==> config.mk <==
export PLATFORM = sky130hd
export DESIGN_NAME = alu_wide_seq
export DESIGN_NICKNAME = d
export VERILOG_FILES = /design/src/rtl/alu_wide_seq.sv
export SDC_FILE = /design/constraint.sdc
export NUM_CORES = 1
export LEC_CHECK = 0
export ABC_AREA = 1
export ABC_CLOCK_PERIOD_IN_PS = 1700
export CAP_MARGIN = 25
export CORE_ASPECT_RATIO = 0.6
export CORE_MARGIN = 5
export CORE_UTILIZATION = 44
export DETAILED_ROUTE_END_ITERATION = 7
export PLACE_DENSITY = 0.87
export SYNTH_ARGS = -nofsm -noshare
export SYNTH_HDL_FRONTEND = slang
export SYNTH_SLANG_ARGS = --single-unit
==> constraint.sdc <==
create_clock -name clk -period 1.7 [get_ports clk]
set_clock_uncertainty 0.1 [all_clocks]
set_input_delay 0.425 -clock clk [delete_from_list [all_inputs] [get_ports clk]]
set_output_delay 0.425 -clock clk [all_outputs]
set_load 0.01 [all_outputs]
==> src/rtl/alu_wide_seq.sv <==
// Multi-byte arithmetic sequencer for an external 8-bit ALU.
// Accepts an NBYTES-wide operation and feeds the ALU one byte per clock.
// Chains the carry/borrow between bytes, then returns the wide result.
module alu_wide_seq #(
    parameter int NBYTES = 4
) (
    input  logic                  clk,
    input  logic                  rst,
    input  logic                  in_valid,
    output logic                  in_ready,
    input  logic [8*NBYTES-1:0]   in_a,
    input  logic [8*NBYTES-1:0]   in_b,
    input  logic [2:0]            in_op,
    input  logic                  in_cin,
    output logic                  out_valid,
    input  logic                  out_ready,
    output logic [8*NBYTES-1:0]   out_c,
    output logic                  out_carry,
    output logic                  out_zero,
    output logic [7:0]            alu_a,
    output logic [7:0]            alu_b,
    output logic                  alu_carry,
    output logic [3:0]            alu_op,
    input  logic [7:0]            alu_c,
    input  logic                  alu_carry_out,
    input  logic                  alu_zero
);

    localparam int W  = 8 * NBYTES;
    localparam int CW = $clog2(NBYTES);

    typedef enum logic [1:0] {S_IDLE, S_RUN, S_DONE} state_t;

    typedef enum logic [2:0] {
        OP_ADD = 3'd0, OP_SUB = 3'd1, OP_AND = 3'd2, OP_OR  = 3'd3,
        OP_XOR = 3'd4, OP_NOT = 3'd5, OP_SHL = 3'd6, OP_SHR = 3'd7
    } op_t;

    state_t          state_q, state_d;
    logic [W-1:0]    a_q, a_d;
    logic [W-1:0]    b_q, b_d;
    op_t             op_q, op_d;
    logic [CW-1:0]   cnt_q, cnt_d;
    logic            carry_q, carry_d;
    logic            zacc_q, zacc_d;
    logic [W-1:0]    res_q, res_d;
    logic [CW-1:0]   idx;

    // Logic ops never produce or consume a carry.
    function automatic logic is_logic(input op_t op);
        return (op == OP_AND) || (op == OP_OR) || (op == OP_XOR) || (op == OP_NOT);
    endfunction

    // Translate the wide opcode to the byte ALU's opcode.
    function automatic logic [3:0] alu_code(input op_t op);
        case (op)
            OP_ADD:  return 4'd1;
            OP_SUB:  return 4'd3;
            OP_AND:  return 4'd5;
            OP_OR:   return 4'd4;
            OP_XOR:  return 4'd7;
            OP_NOT:  return 4'd6;
            OP_SHL:  return 4'd14;
            default: return 4'd15;
        endcase
    endfunction

    // Next-state logic: acceptance, per-byte ALU drive/collect, result hold.
    always_comb begin
        // NOTE: every variable gets a default before the case so no branch can infer a latch.
        state_d   = state_q;
        a_d       = a_q;
        b_d       = b_q;
        op_d      = op_q;
        cnt_d     = cnt_q;
        carry_d   = carry_q;
        zacc_d    = zacc_q;
        res_d     = res_q;
        alu_a     = '0;
        alu_b     = '0;
        alu_carry = 1'b0;
        alu_op    = '0;
        // SHR must see the top byte first so the shift-in bit ripples downward.
        idx = (op_q == OP_SHR) ? (CW'(NBYTES - 1) - cnt_q) : cnt_q;

        case (state_q)
            S_IDLE: begin
                if (in_valid && in_ready) begin
                    a_d     = in_a;
                    b_d     = in_b;
                    op_d    = op_t'(in_op);
                    cnt_d   = '0;
                    carry_d = is_logic(op_t'(in_op)) ? 1'b0 : in_cin;
                    zacc_d  = 1'b1;
                    state_d = S_RUN;
                end
            end
            S_RUN: begin
                for (int i = 0; i < NBYTES; i++) begin
                    if (idx == CW'(i)) begin
                        alu_a            = a_q[8*i +: 8];
                        alu_b            = b_q[8*i +: 8];
                        res_d[8*i +: 8]  = alu_c;
                    end
                end
                alu_carry = carry_q;
                alu_op    = alu_code(op_q);
                carry_d   = is_logic(op_q) ? 1'b0 : alu_carry_out;
                zacc_d    = zacc_q & alu_zero;
                cnt_d     = cnt_q + 1'b1;
                if (cnt_q == CW'(NBYTES - 1)) begin
                    state_d = S_DONE;
                end
            end
            S_DONE: begin
                if (out_ready) begin
                    state_d = S_IDLE;
                end
            end
            default: state_d = S_IDLE;
        endcase
    end

    // State register with synchronous reset that aborts any operation in flight.
    always_ff @(posedge clk) begin
        // NOTE: sequential state uses non-blocking assignments so every register samples pre-edge values.
        if (rst) begin
            state_q <= S_IDLE;
            a_q     <= '0;
            b_q     <= '0;
            op_q    <= OP_ADD;
            cnt_q   <= '0;
            carry_q <= 1'b0;
            zacc_q  <= 1'b0;
            res_q   <= '0;
        end else begin
            state_q <= state_d;
            a_q     <= a_d;
            b_q     <= b_d;
            op_q    <= op_d;
            cnt_q   <= cnt_d;
            carry_q <= carry_d;
            zacc_q  <= zacc_d;
            res_q   <= res_d;
        end
    end

    assign in_ready  = (state_q == S_IDLE) && !rst;
    assign out_valid = (state_q == S_DONE);
    assign out_c     = res_q;
    assign out_carry = carry_q;
    assign out_zero  = zacc_q;

endmodule

# Word level (Yosys, flattened, before mapping)
# Cells that the tools add are included.
dict set report op_classes {
  addsub 2
  n_eq_ne 20
  mux 26
  bitwise 1
  reduce_logical 20
}
# op count
set ops {}
lappend ops {{$mux W8} 10}
lappend ops {{$pmux W4 S7} 1}
lappend ops {{$eq A3 B3 Y1 const B} 6}
lappend ops {{$eq A3 B2 Y1 const B} 4}
lappend ops {{$reduce_and A2 Y1} 6}
lappend ops {{$mux W2} 5}
lappend ops {{$eq A2 B2 Y1 const B} 4}
lappend ops {{$logic_or A1 B1 Y1} 6}
lappend ops {{$pmux W2 S3} 1}
lappend ops {{$mux W1} 5}
lappend ops {{$eq A2 B1 Y1 const B} 2}
lappend ops {{$logic_not A2 Y1} 2}
lappend ops {{$mux W4} 1}
lappend ops {{$ne A2 B2 Y1 const B} 2}
lappend ops {{$pmux W1 S2} 2}
lappend ops {{$pmux W2 S2} 1}
lappend ops {{$eq A3 B1 Y1 const B} 1}
lappend ops {{$logic_not A3 Y1} 1}
lappend ops {{$reduce_and A3 Y1} 1}
lappend ops {{$add A2 B1 Y2 const B} 1}
lappend ops {{$logic_and A1 B1 Y1} 2}
lappend ops {{$ne A2 B1 Y1 const B} 1}
lappend ops {{$reduce_bool A2 Y1} 1}
lappend ops {{$sub A2 B2 Y2 const A} 1}
lappend ops {{other kinds (2)} 2}
dict set report totals {
  ff_bits 105
  input_bits 82
  output_inout_bits 57
  word_cells 80
}

# Logic depth before layout (Yosys ltp)
# Gate-level depths: netlist (run 1).
dict set report depth {
  word_depth 8
  ltp_mapped 10
  ltp_nobuf 8
}

# Worst setup path before layout (run 1)
# No wires, ideal clock.
dict set report synth_path {
  kind {flip-flop to output port}
  from {register op_q[2]}
  to {output port alu_a[0]}
  arrival_ns 1.238
  required_ns 1.175
  path_slack_ns -0.063
  stages_incl_launch_ff 11
  n_path_buf 2
  path_cell_list {dfxtp_1 > buf_6 > nand2_2 > nor2_2 > nand2_1 > nand2_4 > nand2_4 > buf_6 > nand2_1 > nor2_1 > nor2_1}
}
dict set report synth_between {
  elab_chain_cells 8
  word_cells_on_any_way 11
  classes_between {4 x eq/ne; 6 x mux; 1 x reduce/logical}
}
# item line
set synth_rtl {}
lappend synth_rtl {{start: declaration} 42} ;# op_t op_q, op_d;
lappend synth_rtl {{start signal: assignment} 140} ;# op_q <= op_d;
lappend synth_rtl {{$eq A3 B3 Y1 (*)} 84} ;# idx = (op_q == OP_SHR) ? (CW'(NBYTES - 1) - cnt_q) : cnt_q;
lappend synth_rtl {{$mux W2 (*)} 84}
lappend synth_rtl {{$logic_not A2 Y1} 100} ;# if (idx == CW'(i)) begin
lappend synth_rtl {{$mux W8 (3 in a row)} 100}
lappend synth_rtl {{$mux W8 (*)} 100}
lappend synth_rtl {{$mux W8 (*)} 86} ;# case (state_q)
lappend synth_rtl {{end: declaration} 20} ;# output logic [7:0] alu_a,
# Mark *: on every way between the ends. The rest lies on a longest branch, timed or not.

# Worst setup path in the final report (run 1)
dict set report layout_path {
  from {register cnt_q[0]}
  to {output port alu_a[0]}
}
dict set report layout_between {
  elab_chain_cells 8
  word_cells_on_any_way 11
  classes_between {1 x add/sub; 3 x eq/ne; 6 x mux; 1 x reduce/logical}
}
# item line
set layout_rtl {}
lappend layout_rtl {{start: declaration} 43} ;# logic [CW-1:0] cnt_q, cnt_d;
lappend layout_rtl {{start signal: assignment} 141} ;# cnt_q <= cnt_d;
lappend layout_rtl {{$sub A2 B2 Y2} 84}
lappend layout_rtl {{$mux W2 (*)} 84}
lappend layout_rtl {{$logic_not A2 Y1} 100}
lappend layout_rtl {{$mux W8 (3 in a row)} 100}
lappend layout_rtl {{$mux W8 (*)} 100}
lappend layout_rtl {{$mux W8 (*)} 86}
# Marks and branches as above.

==> impl_metrics.csv, run 1 <==
group,metric,value,unit
run_status,status,"finished, violations left",
run_status,violations,"setup timing",
synth,synth_area_leaders,"dfxtp_1 42%, nand3_1 18%, nand2_1 13%",
synth,async_flop_share,0,%
clocking,htreeDepth,3,
clocking,clock_latency,0.34,ns
synth,synth_top_cell_area_share,41.99,%
sta,setup_violations,38,
finish,nets,947,
global_routing,grt_pass1_wl,25300,µm
synth,synthSimpleGateAreaFrac,41.54,%
sta,slew-limit-headroom,75.83,%
global_routing,grt_usage,23.09,%
synth,synth_mux_area_share,0,%
synth,synth_top_family_by_area,"simple AND/OR/NAND/NOR gates",
synth,synth_enable_flop_cells,0,
floorplan,die_area,13680,µm²
synth,synthAdderAreaFrac,0.2499,%
finish,n_fill_cell,877,
global_routing,grt_start_max_net_pins,58,
synth,synth_seq_area_share,41.99,%
synth,avgSynthCellArea,7.081,µm²
detailed_routing,drt_iter0_drc,598,
critical_path,start_kind,"register",
placement,dp_cells,972,
floorplan,fp-row-count,30,
critical_path,r2r_setup_slack,-0.14,ns
critical_path,path_cells,"inv_2, nand4_1, nand2_8, nand2_8, buf_12, nand2_1, nor2_2, nor2_2, clkbuf_2",
detailed_routing,wire_per_inst,17.36,µm
placement,place_ws,-0.7695,ns
detailed_routing,drt_first_pass_iters,5,
sta,rsz0062_at_grt,"true",
run,max_cap_violations,0,
critical_path,cp.required,1.17,ns
hold_path,hp-class,"register to register",
clocking,cts-buffers-inserted,9,
detailed_routing,post-route-drc-count,0,
synth,synth_compound_area_share,5.349,%
finish,post-route-util,68.44,%
detailed_routing,via_per_inst,5.403,
sta,period_needed,2.399,ns
finish,layout-drive-gt1-share,25.43,%
critical_path,critPathCaptureType,"output port",
synth,synth_area_leader_cell,"dfxtp_1",
floorplan,io_pins,139,
critical_path,cpPeakStageDelay,0.36,ns
finish,multi_input_area,2848,µm²
critical_path,startpoint,"cnt_q[0]$_SDFFE_PP0P_",
power_and_ir_drop,peakVddDrop,0.5207,mV
global_routing,grt_pass1_vias,4808,
critical_path,critPathBufInv,3,
placement,gp_congestion,0.9220,
floorplan,die_w,147.7,µm
floorplan,die_h,92.62,µm
synth,synth_most_common_cell,"nand3_1",
finish,regArea,2118,µm²
power_and_ir_drop,power.density,837.8,nW/µm²
clocking,postCtsHoldBufs,0,
finish,area_delta_synth_final,53.44,%
synth,synth_flop_cell,"dfxtp_1",
clocking,root_buffer,"clkbuf_16",
synth,synth_nets,790,
critical_path,critPathSlowestCell,"dfxtp_2",
clocking,cts_sinks,105,
power_and_ir_drop,p_leak,3.575,nW
sta,worst_pin_slew,0.3626,ns
synth,synth_xor_area_share,0,%
sta,fmax,0.4169,GHz
floorplan,start_util,44.60,%
sta,hold_viol,0,
global_routing,antenna_found_initial,1,
placement,port_buffers,138,
clocking,clk_path_buf_depth,2,
detailed_routing,vias,5479,
synth,ys_types,29,
synth,syn_inst,707,
synth,ys_ff_latch,105,
critical_path,worstSetupPathType,"register to output port",
detailed_routing,wl,17600,µm
clocking,cts_tree,"yes",
global_routing,grt-ovfl-total,0,
synth,synth_warnings,0,
sta,slew_violations,0,
sta,timing.final.ws_setup,-0.6986,ns
critical_path,worstPathMaxFanout,8,
hold_path,worstHoldStart,"out_c[13]$_SDFFE_PP0P_",
clocking,clkTransAtPathRegs,0.07,ns
critical_path,worst_ep_arrival_time,1.87,ns
placement,dpl.hpwl,10790,µm
finish,stdcell_count,1014,
sta,period_share,141.1,%
floorplan,core,11220,µm²
synth,synthTopCellsByCount,"180 x nand3_1, 170 x nand2_1, 105 x dfxtp_1, 53 x inv_1, 53 x nor2_1",
synth,syn_area,5006,µm²
critical_path,reg2reg_from,"op_q[2]$_SDFFE_PP0P_",
detailed_routing,ant_nets,0,
critical_path,cp_top_family,"simple AND/OR/NAND/NOR gates",
where the power goes:
| part | internal, W | switching (W) |
|---|---|---|
| Sequential | 0.00263 | 0.000127 |
| Combinational | 0.000699 | 0.000840 |
| Clock | 0.00122 | 0.000913 |
kinds of logic after synthesis:
kind of cell | Yosys count
adder cells (fa/ha/maj) | 1
AND/OR/NAND/NOR | 440
flip-flops | 105
buffers and inverters | 109
AO/OA/AOI/OAI | 52
placed cells by master (no fill, tap or decap), types with 2 or more instances in the layout:
| master | netlist | final |
|---|---|---|
| nand3_1 | 180 | 172 |
| nand2_1 | 170 | 142 |
| dfxtp_1 | 105 | 98 |
| clkdlybuf4s50_1 | 0 | 79 |
| inv_1 | 53 | 42 |
| dlygate4sd2_1 | 0 | 35 |
| nor2_2 | 2 | 30 |
| nand2_2 | 2 | 23 |
| a21oi_1 | 24 | 22 |
| buf_6 | 11 | 21 |
| buf_4 | 2 | 21 |
| nor2_1 | 53 | 20 |
| nand4_1 | 18 | 18 |
| buf_12 | 0 | 18 |
| buf_2 | 17 | 17 |
| clkbuf_16 | 0 | 12 |
| nand2_4 | 6 | 11 |
| inv_2 | 0 | 10 |
| nand2_8 | 1 | 9 |
| o21ai_2 | 0 | 9 |
| nand3_2 | 1 | 8 |
| o21ai_0 | 19 | 8 |
| o21ai_1 | 6 | 6 |
| nor2_4 | 0 | 5 |
| dfxtp_2 | 0 | 4 |
| nand3_4 | 2 | 3 |
| dfxtp_4 | 0 | 3 |
| o21ai_4 | 0 | 2 |
| inv_4 | 0 | 2 |
| a21oi_4 | 0 | 2 |
| o31ai_1 | 2 | 2 |
| nor2_8 | 2 | 2 |
| clkbuf_8 | 0 | 2 |
area by class of cell:
type	instances	area share, %
antenna	1	0.03258
clock buffer	12	3.339
clock inverter	4	0.6679
inverter	54	2.704
multi-input combinational	499	37.07
sequential	105	27.58
tap	144	2.346
timing repair buffer	195	26.26
worst register-to-register path: cells and delay by family, from the launching register on:
| kind | cells | cell delay [ns] |
|---|---|---|
| and+or+nand+nor | 7 | 0.78 |
| buffers and inverters | 3 | 0.44 |
| DFF | 1 | 0.41 |
metal layers:
metal  part of all wire (%)  up-vias  track usage [%]
li1                       -     2632                -
met1                     44     2530            33.30
met2                     44      281            32.67
met3                     11       36            7.971
met4                    1.8        0            6.047
met5                      0        -                0
state kept, by name, indices dropped and copies added (netlist names):
signal and cells:
out_c 32, cnt_q 2, a_q 32, out_carry 1, op_q 3, state_q 2, out_zero 1, b_q 32
worst paths after layout:
kind / to / cells after the start
min reg2reg: out_c[13]$_SDFFE_PP0P_ / 2
max reg2reg: out_c[22]$_SDFFE_PP0P_ / 10
min: out_c[13]$_SDFFE_PP0P_ / 2
max: alu_a[0] / 9
stage by stage:
| stage | area, µm² | hold slack [ns] | power, W | setup TNS (ns) |
|---|---|---|---|---|
| 2_1_floorplan | 5049 | 0.3434 | 0.003487 | -0.7206 |
| 3_3_place_gp | 6711 | 0.3493 | 0.004052 | -36.08 |
| 3_5_place_dp | 6711 | 0.3555 | 0.004081 | -40.94 |
| 4_1_cts | 7233 | 0.3649 | 0.006245 | -14.90 |
| 5_1_grt | 7681 | 0.3788 | 0.006676 | -16.48 |
| 6_report | 7681 | 0.3631 | 0.006436 | -13.01 |
repair_timing:
action                                  4_1_cts  5_1_grt
endpoints found under the setup margin      103       82
resized for setup                           139      136
pin swaps                                     9       38
buffers inserted                             11       12
hold endpoints to repair                      0        0
cloned                                        6        3
Power figures use the tool's default switching activity.
==> run 2, diff against run 1 <==
--- a/config.mk
+++ b/config.mk
@@ -8,10 +8,11 @@
 export ABC_AREA = 1
 export ABC_CLOCK_PERIOD_IN_PS = 1700
 export CAP_MARGIN = 25
-export CORE_ASPECT_RATIO = 0.6
+export CORE_ASPECT_RATIO = 1.4
 export CORE_MARGIN = 5
 export CORE_UTILIZATION = 44
 export DETAILED_ROUTE_END_ITERATION = 7
+export GPL_TIMING_DRIVEN = 0
 export PLACE_DENSITY = 0.87
 export SYNTH_ARGS = -nofsm -noshare
 export SYNTH_HDL_FRONTEND = slang
==> run 2 against run 1 <==
Net effect: the run still ends with setup timing left; clock power increased by 3%; non-clock buffer count rose by 27; sequential power hardly changed; register-to-register slack better by 0.14 ns; first-iteration DRC count is 52% lower; total power fell by 0.45%; cell area is 3.6% lower; cell count increased by 2.1%; count of clock-buffer cells in the layout down 3; flip-flop and latch count stayed put; core utilization shrank 2.5 points; die area decreased by 0.29%; critical path type unchanged; critical endpoint is now alu_b[6]; highest routed layer unchanged.
==> impl_metrics.csv, run 2 (synthesized netlist as in run 1, its figures left out) <==
group,metric,value,unit
run_status,status,"finished, violations left",
run_status,violations,"setup timing",
sta,timing.final.ws_setup,-0.6302,ns
finish,area_delta_synth_final,47.89,%
floorplan,io_pins,139,
global_routing,grt_start_max_net_pins,17,
critical_path,critPathCaptureType,"output port",
critical_path,r2r_end,"out_c[30]$_SDFFE_PP0P_",
sta,hold_viol,0,
finish,mostFrequentLayoutCell,"nand3_1",
placement,gp_congestion,0.8756,
sta,fmax,0.4292,GHz
critical_path,cp.required,1.17,ns
critical_path,reg2reg_from,"op_q[2]$_SDFFE_PP0P_",
clocking,htreeDepth,3,
floorplan,die_area,13640,µm²
clocking,clock_latency,0.35,ns
run,max_cap_violations,0,
critical_path,worstPathMaxFanout,10,
detailed_routing,via_per_inst,5.251,
sta,period_needed,2.330,ns
clocking,cts_sinks,105,
clocking,root_buffer,"clkbuf_16",
placement,dpl.hpwl,11340,µm
global_routing,grt_pass1_vias,5224,
floorplan,fp-row-count,46,
detailed_routing,post-route-drc-count,0,
placement,place_ws,-1.220,ns
critical_path,reg2reg_depth,10,
sta,rsz0062_at_grt,"true",
power_and_ir_drop,peakVddDrop,0.5481,mV
clocking,clkTransAtPathRegs,0.07,ns
sta,setup_violations,23,
power_and_ir_drop,power.density,865.3,nW/µm²
finish,layout-drive-gt1-share,22.90,%
clocking,clk_path_buf_depth,2,
sta,slew-limit-headroom,65.70,%
global_routing,antenna_found_initial,0,
floorplan,start_util,44.60,%
power_and_ir_drop,p_leak,3.571,nW
hold_path,hp-class,"register to register",
floorplan,core,11220,µm²
detailed_routing,vias,5435,
detailed_routing,drt_iter0_drc,289,
floorplan,die_w,100.2,µm
sta,slew_violations,0,
detailed_routing,wl,16190,µm
clocking,postCtsHoldBufs,0,
floorplan,die_h,136.2,µm
clocking,cts_tree,"yes",
finish,final_area,7403,µm²
sta,period_share,137.1,%
sta,worst_pin_slew,0.5145,ns
detailed_routing,wire_per_inst,15.64,µm
critical_path,start_kind,"register",
global_routing,grt_pass1_wl,24770,µm
detailed_routing,drt_first_pass_iters,5,
placement,port_buffers,138,
global_routing,grt_usage,22.86,%
placement,dp_cells,989,
finish,layout_common_cells,"174 x nand3_1, 156 x nand2_1, 98 x dfxtp_1, 80 x clkdlybuf4s50_1, 50 x inv_1",
critical_path,worstSetupPathType,"register to output port",
critical_path,worst_ep_arrival_time,1.81,ns
placement,place_area,6610,µm²
critical_path,crit_end,"alu_b[6]",
finish,stdcell_count,1035,
global_routing,grt-ovfl-total,0,
finish,nets,970,
critical_path,startpoint,"op_q[2]$_SDFFE_PP0P_",
clocking,cts-buffers-inserted,9,
sta,hold_slack,0.3651,ns
detailed_routing,ant_nets,0,
critical_path,r2r_setup_slack,0,ns
finish,diodes,0,
-- run 2: changes by cell type in the layout (fill, tap and decap cells not counted), sizes merged, moves of 2 or more --
cell	delta
clkbuf	+12
nor2	+2
clkinv	+3
nand2	-6
buf	+11
-- run 2: layer usage --
layer  track usage [%]  part of all wire [%]  vias up
li1                  -                     -     2684
met2             42.92                    53      211
met3             2.361                   5.4       42
met5                 0                     0        -
met4             13.18                   3.9        0
met1             24.25                    37     2498
-- run 2: worst min-delay path by stage --
stage | cells after the start | to | from | slack (ns)
2_1_floorplan | 2 | a_q[16]$_SDFFE_PP0P_ | a_q[16]$_SDFFE_PP0P_ | 0.34
3_3_place_gp | 2 | out_c[9]$_SDFFE_PP0P_ | out_c[9]$_SDFFE_PP0P_ | 0.35
3_5_place_dp | 2 | out_c[9]$_SDFFE_PP0P_ | out_c[9]$_SDFFE_PP0P_ | 0.35
4_1_cts | 2 | out_c[9]$_SDFFE_PP0P_ | out_c[9]$_SDFFE_PP0P_ | 0.36
5_1_grt | 2 | out_c[14]$_SDFFE_PP0P_ | out_c[14]$_SDFFE_PP0P_ | 0.38
6_report | 2 | a_q[8]$_SDFFE_PP0P_ | a_q[8]$_SDFFE_PP0P_ | 0.37
-- run 2: what timing repair did --
action                                  CTS  global route
cloned                                    1             3
buffers inserted                         27             8
pin swaps                                30            18
resized for setup                       189            62
endpoints found under the setup margin  145            40
-- run 2: cell type report --
cell class	count	area [µm²]
inverter	54	212.7
multi-input combinational	495	2630
clock inverter	6	83.83
fill	974	3820
buffer	49	366.6
tap	144	180.2
clock buffer	9	225.2
timing repair buffer	173	1584
sequential	105	2121
-- run 2: power breakdown --
part	leakage [nW]	switching [W]	internal, W
combinational	2.55	0.000781	0.000667
sequential	0.864	0.000129	0.00263
clock	0.155	0.000918	0.00128
total	3.57	0.00183	0.00458
-- run 2: stage by stage --
step                      power, W  TNS [ns]  utilization [%]
after CTS                 0.006319    -11.34            64.08
final                     0.006406    -10.87            65.96
after detailed placement  0.004029    -62.80            58.90
after floorplan           0.003487   -0.7206                -
after global routing      0.006654    -13.32            65.96
after global placement    0.004003    -64.37            58.90
-- run 2: critical path, stage by stage, from the launching register on --
cell and delay (ns):
dfxtp_4 0.43, nand3_4 0.13, nand2_2 0.10, nand2_4 0.09, nand2_4 0.12, buf_6 0.15, nand2_1 0.08, nor2_2 0.16
nor2_2 0.04, buf_2 0.14
